<file path="src/rtl/map_bus_pkg.sv">
// Shared types and constants for cartridge mapper channel selection.
// Idle bus values are what the shared buses carry when no channel owns them.
package map_bus_pkg;

    typedef enum logic {
        RUN   = 1'b0,
        DRAIN = 1'b1
    } arb_state_e;

    localparam logic [7:0] DI_IDLE         = 8'h00;
    localparam logic       IRQ_N_IDLE      = 1'b1;
    localparam logic       ROM_CE_N_IDLE   = 1'b1;
    localparam logic       ROM_OE_N_IDLE   = 1'b1;
    localparam logic       ROM_WORD_IDLE   = 1'b0;
    localparam logic [7:0] BSRAM_D_IDLE    = 8'h00;
    localparam logic       BSRAM_CE_N_IDLE = 1'b1;
    localparam logic       BSRAM_OE_N_IDLE = 1'b1;
    localparam logic       BSRAM_WE_N_IDLE = 1'b1;

    // Width of a channel index covering channels 0..num_map.
    function automatic int sel_width(input int num_map);
        return (num_map < 2) ? 1 : $clog2(num_map + 1);
    endfunction

endpackage

</file>
<file path="src/rtl/map_onehot_decode.sv">
// Decodes the per-mapper active bits into a channel candidate.
// cand is only meaningful when multi is low; channel 0 is reported when none is set.
module map_onehot_decode
    import map_bus_pkg::*;
#(
    parameter int NUM_MAP = 4,
    parameter int SEL_W   = sel_width(NUM_MAP)
) (
    input  logic [NUM_MAP-1:0] map_active,
    output logic [SEL_W-1:0]   cand,
    output logic               multi,
    output logic               none
);

    logic seen;

    always_comb begin
        cand  = '0;
        multi = 1'b0;
        seen  = 1'b0;
        for (int i = 0; i < NUM_MAP; i++) begin
            if (map_active[i]) begin
                if (seen) begin
                    multi = 1'b1;
                end
                seen = 1'b1;
                cand = SEL_W'(i + 1);
            end
        end
        if (multi) begin
            cand = '0;
        end
        none = ~seen;
    end

endmodule

</file>
<file path="src/rtl/map_bus_arbiter.sv">
// Routes one mapper channel onto the shared CPU/ROM/BSRAM buses with registered outputs.
// A selection change idles every bus for DRAIN_CYC cycles before the new channel takes over.
module map_bus_arbiter
    import map_bus_pkg::*;
#(
    parameter int NUM_MAP   = 4,
    parameter int ROM_AW    = 23,
    parameter int BSRAM_AW  = 20,
    parameter int DRAIN_CYC = 4
) (
    input  logic                              mclk,
    input  logic                              rst_n,
    input  logic [NUM_MAP-1:0]                map_active,
    input  logic [8*(NUM_MAP+1)-1:0]          ch_do,
    input  logic [NUM_MAP:0]                  ch_irq_n,
    input  logic [ROM_AW*(NUM_MAP+1)-1:0]     ch_rom_addr,
    input  logic [NUM_MAP:0]                  ch_rom_ce_n,
    input  logic [NUM_MAP:0]                  ch_rom_oe_n,
    input  logic [NUM_MAP:0]                  ch_rom_word,
    input  logic [BSRAM_AW*(NUM_MAP+1)-1:0]   ch_bsram_addr,
    input  logic [8*(NUM_MAP+1)-1:0]          ch_bsram_d,
    input  logic [NUM_MAP:0]                  ch_bsram_ce_n,
    input  logic [NUM_MAP:0]                  ch_bsram_oe_n,
    input  logic [NUM_MAP:0]                  ch_bsram_we_n,
    output logic [7:0]                        di,
    output logic                              irq_n,
    output logic [ROM_AW-1:0]                 rom_addr,
    output logic                              rom_ce_n,
    output logic                              rom_oe_n,
    output logic                              rom_word,
    output logic [BSRAM_AW-1:0]               bsram_addr,
    output logic [7:0]                        bsram_d,
    output logic                              bsram_ce_n,
    output logic                              bsram_oe_n,
    output logic                              bsram_we_n,
    output logic [sel_width(NUM_MAP)-1:0]     sel_idx,
    output logic                              switching,
    output logic                              onehot_err,
    output arb_state_e                        dbg_state
);

    localparam int NCH   = NUM_MAP + 1;
    localparam int SEL_W = sel_width(NUM_MAP);
    localparam int CNT_W = (DRAIN_CYC > 1) ? $clog2(DRAIN_CYC) : 1;
    localparam logic [CNT_W-1:0] CNT_RELOAD = CNT_W'(DRAIN_CYC - 1);

    arb_state_e         state_q, state_d;
    logic [SEL_W-1:0]   pend_q, pend_d;
    logic [CNT_W-1:0]   cnt_q, cnt_d;
    logic [SEL_W-1:0]   sel_d;
    logic               switching_d;
    logic               load_bus;

    logic [SEL_W-1:0]   dec_cand;
    logic               multi;
    logic               none;
    logic [SEL_W-1:0]   cand;

    logic [7:0]          sel_do;
    logic                sel_irq_n;
    logic [ROM_AW-1:0]   sel_rom_addr;
    logic                sel_rom_ce_n;
    logic                sel_rom_oe_n;
    logic                sel_rom_word;
    logic [BSRAM_AW-1:0] sel_bsram_addr;
    logic [7:0]          sel_bsram_d;
    logic                sel_bsram_ce_n;
    logic                sel_bsram_oe_n;
    logic                sel_bsram_we_n;

    map_onehot_decode #(
        .NUM_MAP (NUM_MAP),
        .SEL_W   (SEL_W)
    ) u_decode (
        .map_active (map_active),
        .cand       (dec_cand),
        .multi      (multi),
        .none       (none)
    );

    // An ambiguous request keeps the committed channel rather than guessing.
    always_comb begin
        if (none) begin
            cand = '0;
        end else if (multi) begin
            cand = sel_idx;
        end else begin
            cand = dec_cand;
        end
    end

    always_comb begin
        sel_do         = DI_IDLE;
        sel_irq_n      = IRQ_N_IDLE;
        sel_rom_addr   = '0;
        sel_rom_ce_n   = ROM_CE_N_IDLE;
        sel_rom_oe_n   = ROM_OE_N_IDLE;
        sel_rom_word   = ROM_WORD_IDLE;
        sel_bsram_addr = '0;
        sel_bsram_d    = BSRAM_D_IDLE;
        sel_bsram_ce_n = BSRAM_CE_N_IDLE;
        sel_bsram_oe_n = BSRAM_OE_N_IDLE;
        sel_bsram_we_n = BSRAM_WE_N_IDLE;
        for (int c = 0; c < NCH; c++) begin
            if (sel_idx == SEL_W'(c)) begin
                sel_do         = ch_do[8*c +: 8];
                sel_irq_n      = ch_irq_n[c];
                sel_rom_addr   = ch_rom_addr[ROM_AW*c +: ROM_AW];
                sel_rom_ce_n   = ch_rom_ce_n[c];
                sel_rom_oe_n   = ch_rom_oe_n[c];
                sel_rom_word   = ch_rom_word[c];
                sel_bsram_addr = ch_bsram_addr[BSRAM_AW*c +: BSRAM_AW];
                sel_bsram_d    = ch_bsram_d[8*c +: 8];
                sel_bsram_ce_n = ch_bsram_ce_n[c];
                sel_bsram_oe_n = ch_bsram_oe_n[c];
                sel_bsram_we_n = ch_bsram_we_n[c];
            end
        end
    end

    // A request arriving mid-drain restarts the full window; returning to the old channel does not cancel it.
    always_comb begin
        state_d     = state_q;
        pend_d      = pend_q;
        cnt_d       = cnt_q;
        sel_d       = sel_idx;
        switching_d = switching;
        load_bus    = 1'b0;
        case (state_q)
            RUN: begin
                if (cand != sel_idx) begin
                    state_d     = DRAIN;
                    pend_d      = cand;
                    cnt_d       = CNT_RELOAD;
                    switching_d = 1'b1;
                end else begin
                    load_bus = 1'b1;
                end
            end
            DRAIN: begin
                if ((cand != pend_q) && !multi) begin
                    pend_d = cand;
                    cnt_d  = CNT_RELOAD;
                end else if (cnt_q != '0) begin
                    cnt_d = cnt_q - CNT_W'(1);
                end else begin
                    sel_d       = pend_q;
                    switching_d = 1'b0;
                    state_d     = RUN;
                end
            end
            default: begin
                state_d = RUN;
            end
        endcase
    end

    always_ff @(posedge mclk or negedge rst_n) begin
        if (!rst_n) begin
            state_q    <= RUN;
            pend_q     <= '0;
            cnt_q      <= '0;
            sel_idx    <= '0;
            switching  <= 1'b0;
            onehot_err <= 1'b0;
        end else begin
            state_q    <= state_d;
            pend_q     <= pend_d;
            cnt_q      <= cnt_d;
            sel_idx    <= sel_d;
            switching  <= switching_d;
            onehot_err <= onehot_err | multi;
        end
    end

    always_ff @(posedge mclk or negedge rst_n) begin
        if (!rst_n) begin
            di         <= DI_IDLE;
            irq_n      <= IRQ_N_IDLE;
            rom_addr   <= '0;
            rom_ce_n   <= ROM_CE_N_IDLE;
            rom_oe_n   <= ROM_OE_N_IDLE;
            rom_word   <= ROM_WORD_IDLE;
            bsram_addr <= '0;
            bsram_d    <= BSRAM_D_IDLE;
            bsram_ce_n <= BSRAM_CE_N_IDLE;
            bsram_oe_n <= BSRAM_OE_N_IDLE;
            bsram_we_n <= BSRAM_WE_N_IDLE;
        end else if (load_bus) begin
            di         <= sel_do;
            irq_n      <= sel_irq_n;
            rom_addr   <= sel_rom_addr;
            rom_ce_n   <= sel_rom_ce_n;
            rom_oe_n   <= sel_rom_oe_n;
            rom_word   <= sel_rom_word;
            bsram_addr <= sel_bsram_addr;
            bsram_d    <= sel_bsram_d;
            bsram_ce_n <= sel_bsram_ce_n;
            bsram_oe_n <= sel_bsram_oe_n;
            bsram_we_n <= sel_bsram_we_n;
        end else begin
            di         <= DI_IDLE;
            irq_n      <= IRQ_N_IDLE;
            rom_addr   <= '0;
            rom_ce_n   <= ROM_CE_N_IDLE;
            rom_oe_n   <= ROM_OE_N_IDLE;
            rom_word   <= ROM_WORD_IDLE;
            bsram_addr <= '0;
            bsram_d    <= BSRAM_D_IDLE;
            bsram_ce_n <= BSRAM_CE_N_IDLE;
            bsram_oe_n <= BSRAM_OE_N_IDLE;
            bsram_we_n <= BSRAM_WE_N_IDLE;
        end
    end

    assign dbg_state = state_q;

endmodule

</file>
<file path="config.mk">
export PLATFORM = sky130hd
export DESIGN_NAME = map_bus_arbiter
export DESIGN_NICKNAME = d
export VERILOG_FILES = /design/src/rtl/map_bus_pkg.sv /design/src/rtl/map_onehot_decode.sv /design/src/rtl/map_bus_arbiter.sv
export SDC_FILE = /design/constraint.sdc
export NUM_CORES = 1
export LEC_CHECK = 0
export BUFFER_PORTS_ARGS = -buffer_cell sky130_fd_sc_hd__buf_4
export CAP_MARGIN = 20
export CELL_PAD_IN_SITES_DETAIL_PLACEMENT = 1
export CELL_PAD_IN_SITES_GLOBAL_PLACEMENT = 1
export CORE_AREA = 2 2 158 160
export DETAILED_ROUTE_END_ITERATION = 10
export DIE_AREA = 0 0 160 162
export PLACE_DENSITY_LB_ADDON = 0.25
export SLEW_MARGIN = 20
export SYNTH_ARGS = -nofsm -noshare
export SYNTH_HDL_FRONTEND = slang
export SYNTH_SLANG_ARGS = --single-unit
</file>
<file path="constraint.sdc">
create_clock -name mclk -period 2.6 [get_ports mclk]
set_input_delay 0.78 -clock mclk [delete_from_list [all_inputs] [get_ports mclk]]
set_output_delay 0.78 -clock mclk [all_outputs]
set_load 0.01 [all_outputs]
</file>
==> results of run 1 <==
-- cells in the mapped netlist, types with 4 or more instances --
| master | count | area share |
|---|---|---|
| a21oi_1 | 4 | 0.0040 |
| clkbuf_1 | 21 | 0.016 |
| dfstp_2 | 6 | 0.032 |
| mux4_2 | 66 | 0.30 |
| o21ai_1 | 4 | 0.0040 |
| buf_6 | 6 | 0.014 |
| nand4_1 | 6 | 0.0075 |
| o21ai_0 | 4 | 0.0040 |
| buf_2 | 12 | 0.012 |
| a22oi_1 | 62 | 0.093 |
| dfrtp_1 | 71 | 0.36 |
| inv_1 | 6 | 0.0045 |
| o22ai_1 | 6 | 0.0075 |
| nand2_1 | 6 | 0.0045 |
| nor2_1 | 67 | 0.050 |
-- metal layers --
layer | vias to the layer above | part of all wire | GRT usage
li1 | 2385 | - | -
met1 | 2570 | 0.37 | 0.194
met2 | 274 | 0.53 | 0.324
met3 | 12 | 0.087 | 0.0501
met4 | 0 | 0.0094 | 0.0393
met5 | - | 0 | 0
-- final cells by class --
type	instances	area [sq um]	area share
repair buffers	432	3290	0.376
multi-input cells	272	2810	0.320
flip-flops and latches	77	1940	0.221
well taps	324	405	0.0462
clock buffers	10	229	0.0261
clock inverters	6	63.8	0.00728
inverters	8	30.0	0.00342
-- through the flow --
| stage | util | power, uW | setup WS, ns | hold slack (ns) |
|---|---|---|---|---|
| 2_1_floorplan | - | 4370 | 0.208 | 0.442 |
| 3_3_place_gp | 0.352 | 5990 | 0.0595 | 0.476 |
| 3_5_place_dp | 0.352 | 6030 | 0.0324 | 0.470 |
| 4_1_cts | 0.364 | 7360 | 0.308 | 0.481 |
| 5_1_grt | 0.364 | 7700 | 0.265 | 0.511 |
| 6_report | 0.364 | 7160 | 0.372 | 0.472 |
-- final timing paths --
| check | to | slack (ns) | depth (start not counted) |
|---|---|---|---|
| worst max-delay path | sel_idx[1] | 0.37 | 8 |
| worst min register to register | cnt_q[0] | 0.48 | 1 |
| max in group asynchronous | rom_addr[2] | 1.39 | 2 |
| worst min-delay path | onehot_err | 0.47 | 1 |
| min in group mclk | cnt_q[0] | 0.48 | 1 |
| worst max register to register | irq_n | 0.54 | 4 |
-- flip-flops by register name, summed over array words and instances, names as in the netlist, 2 cells and up --
signal,flops
rom_addr,23
pend_q,3
di,8
cnt_q,2
bsram_addr,20
sel_idx,3
bsram_d,8
-- power by group through the flow --
stage          registers (uW)  clock network [uW]  logic [uW]
4_1_cts                  1760                1340        4250
5_1_grt                  1800                1370        4530
3_3_place_gp             1790                   0        4200
6_report                 1750                1270        4130
3_5_place_dp             1780                   0        4250
2_1_floorplan            1720                   0        2650
-- cell families (layout without fill, tap and decap cells) --
logic type,after synthesis,count (layout),synth area share
AO/OA/AOI/OAI,103,103,0.158
adder cells (fa/ha/maj),2,2,0.00452
multiplexers,70,70,0.309
XOR/XNOR,1,1,0.00326
flip-flops,77,77,0.388
AND/OR/NAND/NOR,96,96,0.0866
buffers and inverters,49,456,0.0504
-- cell usage in the layout, fill, tap and decap left out, types with 3 or more instances in the layout --
| cell type | synthesis | layout |
|---|---|---|
| dfrtp_1 | 71 | 69 |
| o21ai_0 | 4 | 4 |
| clkbuf_16 | 0 | 9 |
| nand4_1 | 6 | 6 |
| o221ai_1 | 3 | 3 |
| buf_4 | 2 | 428 |
| o31ai_1 | 3 | 3 |
| mux2_4 | 3 | 3 |
| a21oi_1 | 4 | 4 |
| inv_1 | 6 | 6 |
| a22oi_1 | 62 | 62 |
| buf_12 | 0 | 4 |
| nor2_1 | 67 | 67 |
| mux4_2 | 66 | 66 |
| a211o_1 | 3 | 3 |
| nor2b_1 | 3 | 3 |
| dfstp_2 | 6 | 6 |
| o22ai_1 | 6 | 6 |
| o21ai_1 | 4 | 4 |
| nand2_1 | 6 | 6 |
| or3_1 | 3 | 3 |
-- critical path, cell delays in order --
cell and delay, ns:
buf_4 0.11, buf_4 0.17, a211oi_1 0.26, o21ai_0 0.15, o2111a_1 0.32, a31oi_4 0.27
nor2_4 0.08, mux2_4 0.30
==> results by group, run 1 <==
Run status
  – Status: completed

Setup path
  – CP startpoint: map_active[0]
  – Reg2reg start: sel_idx[0]
  – Crit. End Element: flop
  – CP max FO: 13
  – Worst EP arrival: 2.45 ns
  – Worst Path Required: 2.82 ns
  – WS Path Type: primary input to flop
  – Worst setup SP type: primary input

Timing
  – RSZ-0062 raised after global routing: false
  – Clock Skew: 0.00686 ns
  – Final setup fails: 0
  – Hold violation total from the final report: 0
  – Period minus WS final: 2.23 ns
  – Slew at the pin closest to its max-slew limit: roughly 0.66 ns
  – Max frequency: around 0.45 GHz
  – Final Cycle Share: 0.857
  – Setup TNS: 0 ns
  – Slew headroom: 0.558
  – Slew Viols, Final: 0

GRT
  – Grt total ovfl: 0
  – Vias in the first global route: slightly below 6000
  – First-pass GRT wire length: 34200 microns
  – Antenna violations before repair: 0
  – Total GRT Usage: 0.173
  – Largest net degree at the start of global routing: 61

Floorplan
  – Core area: between 20000 and 25000 sq um
  – Die Wd: 160 microns
  – Initial core utilization: 0.207
  – Die Span Y: 162 microns
  – Row count: between 50 and 60
  – Die area: about 26000 sq um
  – Ports: a little over 400

Run
  – Max-Cap Viols: 0

Cells and area
  – Antenna Cells: 0
  – Final cell count without fillers: between 1000 and 1500
  – # nets final: about 1100
  – Area Overhead vs Synth: 75.9%
  – Layout cells sized above 1: 0.665
  – Fillers: 2775
  – Layout Cell Area excl Fill: 8770 sq um

Power
  – Sw Pwr: roughly 2800 uW
  – Leak pwr: 0.00411 uW
  – Power Dens Cells: around 820 nW/um^2
  – Seq pwr share: 0.245
  – Maximum VDD drop: between 400 and 500 uV
  – Int Power: ~4400 uW
  – Comb pwr share: 0.577
  – Clock share of power: 0.178
  – Sw Ratio: 0.389

Placement
  – HPWL Detailed: 18300 microns
  – IO Port Bufs: 407
  – Placed cell count: 1113
  – Dpl cell area: between 8000 and 9000 sq um
  – Final Wtd Congestion: a little under 0.8

Synth
  – Most used DFF post-synth: dfrtp_1
  – EDFF count, synth: 0
  – Post-synth cell types: 48
  – Synth warn: 0
  – Synth Instances: 398
  – Syn avg cell area: 12.5 sq um
  – Mapped Area: 4990 sq um
  – Syn_nets: 735
  – Async set-reset flop share out of synthesis: 1.00
  – Post-synthesis sequential area ratio: 0.388
  – Flip-flop and latch count after synthesis: 77

Clocking
  – Hold Buf Count CTS: 0
  – Cts repair resizes: 0
  – Max clock buf depth: 2
  – Setup Buffers After CTS: 0
  – Root buffer cell: clkbuf_16
  – Clk slew on worst S/H paths: 0.06 ns
  – Depth of the CTS H-tree: 3
  – TritonCTS Buffers: 9
  – CTS tree: yes
  – # clock sinks: 77
  – Clock Latency Late Sink: about 0.34 ns

Route
  – Final WL: between 20000 and 25000 microns
  – DR vias: about 5200
  – Final ANT Viol Nets: 0
  – DRC: 0
  – 1st-iter DRT viols: 244
  – DR WL/cell: 20.3 microns
  – Pre-antenna DRT Iters: 5
  – DR vias/cell: about 4.6

Worst hold path
  – Hold crit path type: primary input to async pin
Power figures use the tool's default switching activity.
==> inputs of run 2 (changes only) <==
--- a/config.mk
+++ b/config.mk
@@ -13,7 +13,9 @@
 export DETAILED_ROUTE_END_ITERATION = 10
 export DIE_AREA = 0 0 160 162
 export PLACE_DENSITY_LB_ADDON = 0.25
+export RECOVER_POWER = 25
 export SLEW_MARGIN = 20
 export SYNTH_ARGS = -nofsm -noshare
 export SYNTH_HDL_FRONTEND = slang
 export SYNTH_SLANG_ARGS = --single-unit
+export TNS_END_PERCENT = 30
==> run 2 against run 1 <==
Register-to-register slack is essentially flat. Power is essentially flat. Sequential power is essentially flat. Sequential cell count is the same. Design area shrank 0.11%. Sequential share of layout area is essentially flat. Hold slack gained 0.0093 ns. Via count shrank 0.11%. Global-route usage is the same. Maximum frequency is essentially flat. Die area is the same. Wire length is the same. Critical endpoint unchanged.
==> results by group, run 2 (synthesis gave the netlist of run 1 again) <==
Run status
  – Status: completed (unchanged)

Timing
  – Setup TNS: 0 ns (unchanged)
  – Final worst slack: 0.372 ns (about the same)
  – RSZ-0062 raised after global routing: false (unchanged)
  – Clock Skew: 0.00677 ns (was 0.00686 ns)
  – Post-Route Hold Slack: 0.481 ns (was 0.472 ns)
  – Slew at the pin closest to its max-slew limit: 1.31 ns (was 0.663 ns)
  – Slew Viols, Final: 0 (unchanged)
  – Period minus WS final: 2.23 ns (about the same)
  – Final Cycle Share: 0.857 (about the same)
  – Slew headroom: 0.126 (was 0.558)
  – Max frequency: 0.449 GHz (about the same)
  – Hold violation total from the final report: 0 (unchanged)
  – Final setup fails: 0 (unchanged)

Setup path
  – Crit. End Element: flop (unchanged)
  – R2R setup slack: 0.54 ns (about the same)
  – Worst EP arrival: 2.45 ns (about the same)
  – Worst setup SP type: primary input (unchanged)
  – Worst Path Required: 2.82 ns (about the same)
  – WS Path Type: primary input to flop (unchanged)
  – CP max FO: 13 (unchanged)

Floorplan
  – Die Wd: 160 microns (unchanged)
  – Die Span Y: 162 microns (unchanged)
  – Row count: 57 (unchanged)
  – Initial core utilization: 0.207 (unchanged)
  – Core area: 24100 sq um (unchanged)
  – Ports: 408 (unchanged)
  – Die area: 25900 sq um (unchanged)

Clocking
  – Max clock buf depth: 2 (unchanged)
  – Depth of the CTS H-tree: 3 (unchanged)
  – Clock Latency Late Sink: 0.34 ns (about the same)
  – Root buffer cell: clkbuf_16 (unchanged)
  – CTS tree: yes (unchanged)
  – TritonCTS Buffers: 9 (unchanged)
  – Setup Buffers After CTS: 0 (unchanged)
  – Hold Buf Count CTS: 0 (unchanged)
  – Cts repair resizes: 0 (unchanged)
  – Clk slew on worst S/H paths: 0.06 ns (about the same)
  – # clock sinks: 77 (unchanged)

Cells and area
  – # nets final: 1137 (unchanged)
  – Biggest regs: rom_addr: 23 flops, bsram_addr: 20 flops (unchanged)
  – Area Overhead vs Synth: 75.7% (was 75.9%)
  – Most flops, register: rom_addr (unchanged)
  – Fillers: 2778 (was 2775)
  – Layout cells sized above 1: 0.662 (was 0.665)
  – Layout Cell Area excl Fill: 8760 sq um (was 8770 sq um)
  – Number of flip-flops in the largest register: 23 (unchanged)
  – Most frequent cells in the layout: 425 x buf_4, 69 x dfrtp_1, 67 x nor2_1 (was 428 x buf_4, 69 x dfrtp_1, 67 x nor2_1)
  – Most common cell after layout, fill and taps aside: buf_4 (unchanged)
  – Reg area: 1940 sq um (unchanged)
  – Antenna Cells: 0 (unchanged)
  – Final cell count without fillers: 1129 (unchanged)
  – Area of the multi-input gates: 2810 sq um (unchanged)

Power
  – Maximum VDD drop: 421 uV (unchanged)
  – Clock share of power: 0.178 (about the same)
  – Sw Ratio: 0.389 (about the same)
  – Comb pwr share: 0.577 (about the same)
  – Sw Pwr: 2780 uW (about the same)
  – Leak pwr: 0.00410 uW (was 0.00411 uW)
  – Seq pwr share: 0.245 (about the same)
  – Int Power: 4380 uW (about the same)
  – Power Dens Cells: 817 nW/um^2 (was 816 nW/um^2)

Route
  – DR vias: 5235 (was 5241)
  – Final WL: 22900 microns (unchanged)
  – Final ANT Viol Nets: 0 (unchanged)
  – 1st-iter DRT viols: 247 (was 244)
  – DR vias/cell: 4.64 (about the same)
  – Pre-antenna DRT Iters: 5 (unchanged)
  – DR WL/cell: 20.3 microns (unchanged)
  – DRC: 0 (unchanged)

GRT
  – First-pass GRT wire length: 34200 microns (unchanged)
  – Total GRT Usage: 0.173 (unchanged)
  – Antenna violations before repair: 0 (unchanged)
  – Vias in the first global route: 5765 (unchanged)
  – Grt total ovfl: 0 (unchanged)
  – Largest net degree at the start of global routing: 61 (unchanged)

Placement
  – IO Port Bufs: 407 (unchanged)
  – Final Wtd Congestion: 0.789 (unchanged)
  – Worst slack, placed: 0.0324 ns (unchanged)
  – HPWL Detailed: 18300 microns (unchanged)
  – Placed cell count: 1113 (unchanged)
  – Dpl cell area: 8480 sq um (unchanged)

Run
  – Max-Cap Viols: 0 (unchanged)

Worst hold path
  – Hold crit path type: flop to flop (was primary input to async pin)
==> run 2: cell types whose count changed in the layout (fill, tap and decap cells not counted) <==
cell,before,now
buf_4,428,425
clkbuf_2,0,1
clkbuf_1,1,3
==> run 2: worst max-delay path: stages <==
cell      delay (ns)
buf_4           0.11
buf_4           0.17
a211oi_1        0.26
o21ai_0         0.15
o2111a_1        0.32
a31oi_4         0.27
nor2_4          0.08
mux2_4          0.30
==> run 2: through the flow <==
| stage | total power (uW) | util |
|---|---|---|
| finish | 7160 | 0.363 |
| global route | 7700 | 0.363 |
| CTS | 7360 | 0.364 |
| detailed placement | 6030 | 0.352 |
| global placement | 5990 | 0.352 |
| floorplan | 4370 | - |
==> run 2: per-layer routing <==
layer,part of all wire,up-vias,global-route usage
li1,-,2385,-
met1,0.37,2566,0.194
met2,0.53,272,0.324
met3,0.086,12,0.0501
met4,0.0094,0,0.0393
met5,0,-,0
==> run 2: power by group through the flow <==
| stage | sequential [uW] | clock [uW] | combinational, uW |
|---|---|---|---|
| 2_1_floorplan | 1720 | 0 | 2650 |
| 3_3_place_gp | 1790 | 0 | 4200 |
| 3_5_place_dp | 1780 | 0 | 4250 |
| 4_1_cts | 1760 | 1340 | 4250 |
| 5_1_grt | 1800 | 1370 | 4520 |
| 6_report | 1750 | 1270 | 4130 |
==> run 2: path summary, 6_finish.rpt <==
check	start	to	cells past startpoint
setup / recovery	map_active[0]	sel_idx[1]	8
hold / removal	cnt_q[0]	cnt_q[0]	1
setup reg to reg	sel_idx[0]	irq_n	4
hold reg to reg	cnt_q[0]	cnt_q[0]	1
max in group asynchronous	rst_n	bsram_ce_n	2
min in group asynchronous	rst_n	onehot_err	1
==> run 2: cell type report <==
| class | count | area share |
|---|---|---|
| Sequential cell | 77 | 0.222 |
| Clock buffer | 10 | 0.0261 |
| Clock inverter | 6 | 0.00728 |
| Tap cell | 324 | 0.0463 |
| Timing Repair Buffer | 432 | 0.375 |
| Multi-Input combinational cell | 272 | 0.320 |
| Inverter | 8 | 0.00343 |
==> inputs of run 3 (changes only) <==
--- a/config.mk
+++ b/config.mk
@@ -13,7 +13,8 @@
 export DETAILED_ROUTE_END_ITERATION = 10
 export DIE_AREA = 0 0 160 162
 export PLACE_DENSITY_LB_ADDON = 0.25
-export RECOVER_POWER = 25
+export RECOVER_POWER = 100
+export SKIP_CTS_REPAIR_TIMING = 1
 export SLEW_MARGIN = 20
 export SYNTH_ARGS = -nofsm -noshare
 export SYNTH_HDL_FRONTEND = slang
==> run 3 against run 2 <==
Clock-buffer cell count is the same. Highest routed layer unchanged. Clock skew down 0.00079 ns. Sequential share of layout area rose by 0.76 points. Setup slack got worse by 0.13 ns. Largest power group unchanged. Critical path type is now flop to flop. Power fell by 2.9%.
==> results by group, run 3 (synthesis gave the netlist of run 1 again) <==
Run status
  – Status: completed (unchanged)

Route
  – DRC: 0 (unchanged)
  – M1 WL: 8580 microns (was 8460 microns)
  – Final WL: 22900 microns (about the same)
  – 1st-iter DRT viols: 206 (was 247)
  – DR WL/cell: 20.3 microns (about the same)
  – DR vias: 5211 (was 5235)
  – Met3 wire length: 1900 microns (was 1970 microns)
  – Final ANT Viol Nets: 0 (unchanged)
  – Pre-antenna DRT Iters: 4 (was 5)
  – Top routing layer used: met4 (unchanged)
  – DR vias/cell: 4.62 (was 4.64)
  – DR WL met2: 12200 microns (about the same)

Timing
  – Period minus WS final: 2.35 ns (was 2.23 ns)
  – Final setup fails: 0 (unchanged)
  – Slew Viols, Final: 0 (unchanged)
  – Clock Skew: 0.00598 ns (was 0.00677 ns)
  – Final Cycle Share: 0.905 (was 0.857)
  – Setup TNS: 0 ns (unchanged)
  – Slew at the pin closest to its max-slew limit: 1.30 ns (was 1.31 ns)
  – Hold violation total from the final report: 0 (unchanged)
  – RSZ-0062 raised after global routing: false (unchanged)
  – Slew headroom: 0.130 (was 0.126)
  – Max frequency: 0.425 GHz (was 0.449 GHz)

Cells and area
  – Layout cells sized above 1: 0.566 (was 0.662)
  – Antenna Cells: 0 (unchanged)
  – # nets final: 1137 (unchanged)
  – Area Overhead vs Synth: 69.5% (was 75.7%)
  – Biggest regs: rom_addr: 23 flops, bsram_addr: 20 flops (unchanged)
  – Final cell count without fillers: 1129 (unchanged)
  – Number of flip-flops in the largest register: 23 (unchanged)
  – Most flops, register: rom_addr (unchanged)
  – Most common cell after layout, fill and taps aside: buf_4 (unchanged)
  – Most frequent cells in the layout: 349 x buf_4, 77 x clkbuf_1, 70 x dfrtp_1 (was 425 x buf_4, 69 x dfrtp_1, 67 x nor2_1)

Setup path
  – Worst EP arrival: 2.58 ns (was 2.45 ns)
  – WS Path Type: flop to flop (was primary input to flop)
  – CP max FO: 21 (was 13)
  – Worst Path Required: 2.83 ns (was 2.82 ns)
  – Worst setup SP type: flop (was primary input)
  – Crit. End Element: flop (unchanged)

GRT
  – Vias in the first global route: 5765 (unchanged)
  – Antenna violations before repair: 0 (unchanged)
  – Largest net degree at the start of global routing: 61 (unchanged)
  – First-pass GRT wire length: 34200 microns (unchanged)
  – Total GRT Usage: 0.173 (unchanged)
  – Grt total ovfl: 0 (unchanged)

Power
  – Maximum VDD drop: 419 uV (was 421 uV)
  – Power Dens Cells: 822 nW/um^2 (was 817 nW/um^2)
  – Leak pwr: 0.00380 uW (was 0.00410 uW)

Floorplan
  – Core area: 24100 sq um (unchanged)
  – Initial core utilization: 0.207 (unchanged)
  – Row count: 57 (unchanged)
  – Die Span Y: 162 microns (unchanged)
  – Die Wd: 160 microns (unchanged)
  – Die area: 25900 sq um (unchanged)
  – Ports: 408 (unchanged)

Run
  – Max-Cap Viols: 0 (unchanged)

Clocking
  – Max clock buf depth: 2 (unchanged)
  – Depth of the CTS H-tree: 3 (unchanged)
  – Root buffer cell: clkbuf_16 (unchanged)
  – CTS tree: yes (unchanged)
  – TritonCTS Buffers: 9 (unchanged)
  – Clk slew on worst S/H paths: 0.06 ns (about the same)
  – Clock Latency Late Sink: 0.34 ns (about the same)
  – # clock sinks: 77 (unchanged)

Placement
  – Placed cell count: 1113 (unchanged)
  – HPWL Detailed: 18300 microns (unchanged)
  – IO Port Bufs: 407 (unchanged)
  – Final Wtd Congestion: 0.789 (unchanged)

Worst hold path
  – Hold crit path type: flop to flop (unchanged)
-- run 3: cell count changes in the layout (fill, tap and decap cells not counted) --
| cell | before | now |
|---|---|---|
| a32oi_1 | 0 | 1 |
| a32oi_2 | 1 | 0 |
| buf_12 | 4 | 3 |
| buf_4 | 425 | 349 |
| buf_6 | 0 | 1 |
| clkbuf_1 | 3 | 77 |
| clkbuf_2 | 1 | 3 |
| dfrtp_1 | 69 | 70 |
| dfrtp_4 | 2 | 1 |
| mux2_1 | 0 | 1 |
| mux2_4 | 3 | 2 |
| o21ai_0 | 4 | 6 |
| o21ai_1 | 4 | 2 |
-- run 3: critical path: stages, from the launching register on --
cell and delay [ns]:
dfrtp_1 0.89, nor2b_1 0.20, o21ai_0 0.08, a32oi_1 0.38, clkbuf_1 0.38, a21oi_1 0.15, nor2_1 0.11, nor2_1 0.05
-- run 3: worst paths after layout --
check	start	endpoint	slack (ns)	cells past startpoint
worst min-delay path	cnt_q[0]	cnt_q[0]	0.50	1
min in group asynchronous	rst_n	onehot_err	0.72	1
worst max-delay path	sel_idx[1]	switching	0.25	7
max in group asynchronous	rst_n	rom_addr[2]	0.67	2
worst min register to register	cnt_q[0]	cnt_q[0]	0.50	1
worst max register to register	sel_idx[1]	switching	0.25	7
-- run 3: layer usage --
| metal | GRT usage | vias up |
|---|---|---|
| li1 | - | 2387 |
| met1 | 0.194 | 2542 |
| met5 | 0 | - |
| met4 | 0.0393 | 0 |
| met3 | 0.0501 | 14 |
| met2 | 0.324 | 268 |
-- run 3: cell type report --
class                   instances  area, sq um
fillers                      2819        15700
repair buffers                432         2990
multi-input cells             272         2800
flip-flops and latches         77         1940
well taps                     324          405
clock buffers                  10          229
clock inverters                 6         63.8
inverters                       8         30.0
-- run 3: power breakdown --
group / leakage, uW / switching (uW) / internal, uW
logic: 0.00264 / 1970 / 1960
registers: 0.00101 / 273 / 1470
clock network: 0.000138 / 530 / 743
-- run 3: metrics by stage --
| step | area [sq um] | hold WS [ns] | power [uW] | setup slack, ns | utilization |
|---|---|---|---|---|---|
| 3_5_place_dp | 8480 | 0.470 | 6030 | 0.0324 | 0.352 |
| 2_1_floorplan | 4990 | 0.442 | 4370 | 0.208 | - |
| 3_3_place_gp | 8480 | 0.476 | 5990 | 0.0595 | 0.352 |
| 5_1_grt | 8450 | 0.532 | 7480 | 0.141 | 0.351 |
| 4_1_cts | 8770 | 0.481 | 7360 | 0.308 | 0.364 |
| 6_report | 8450 | 0.501 | 6950 | 0.246 | 0.351 |
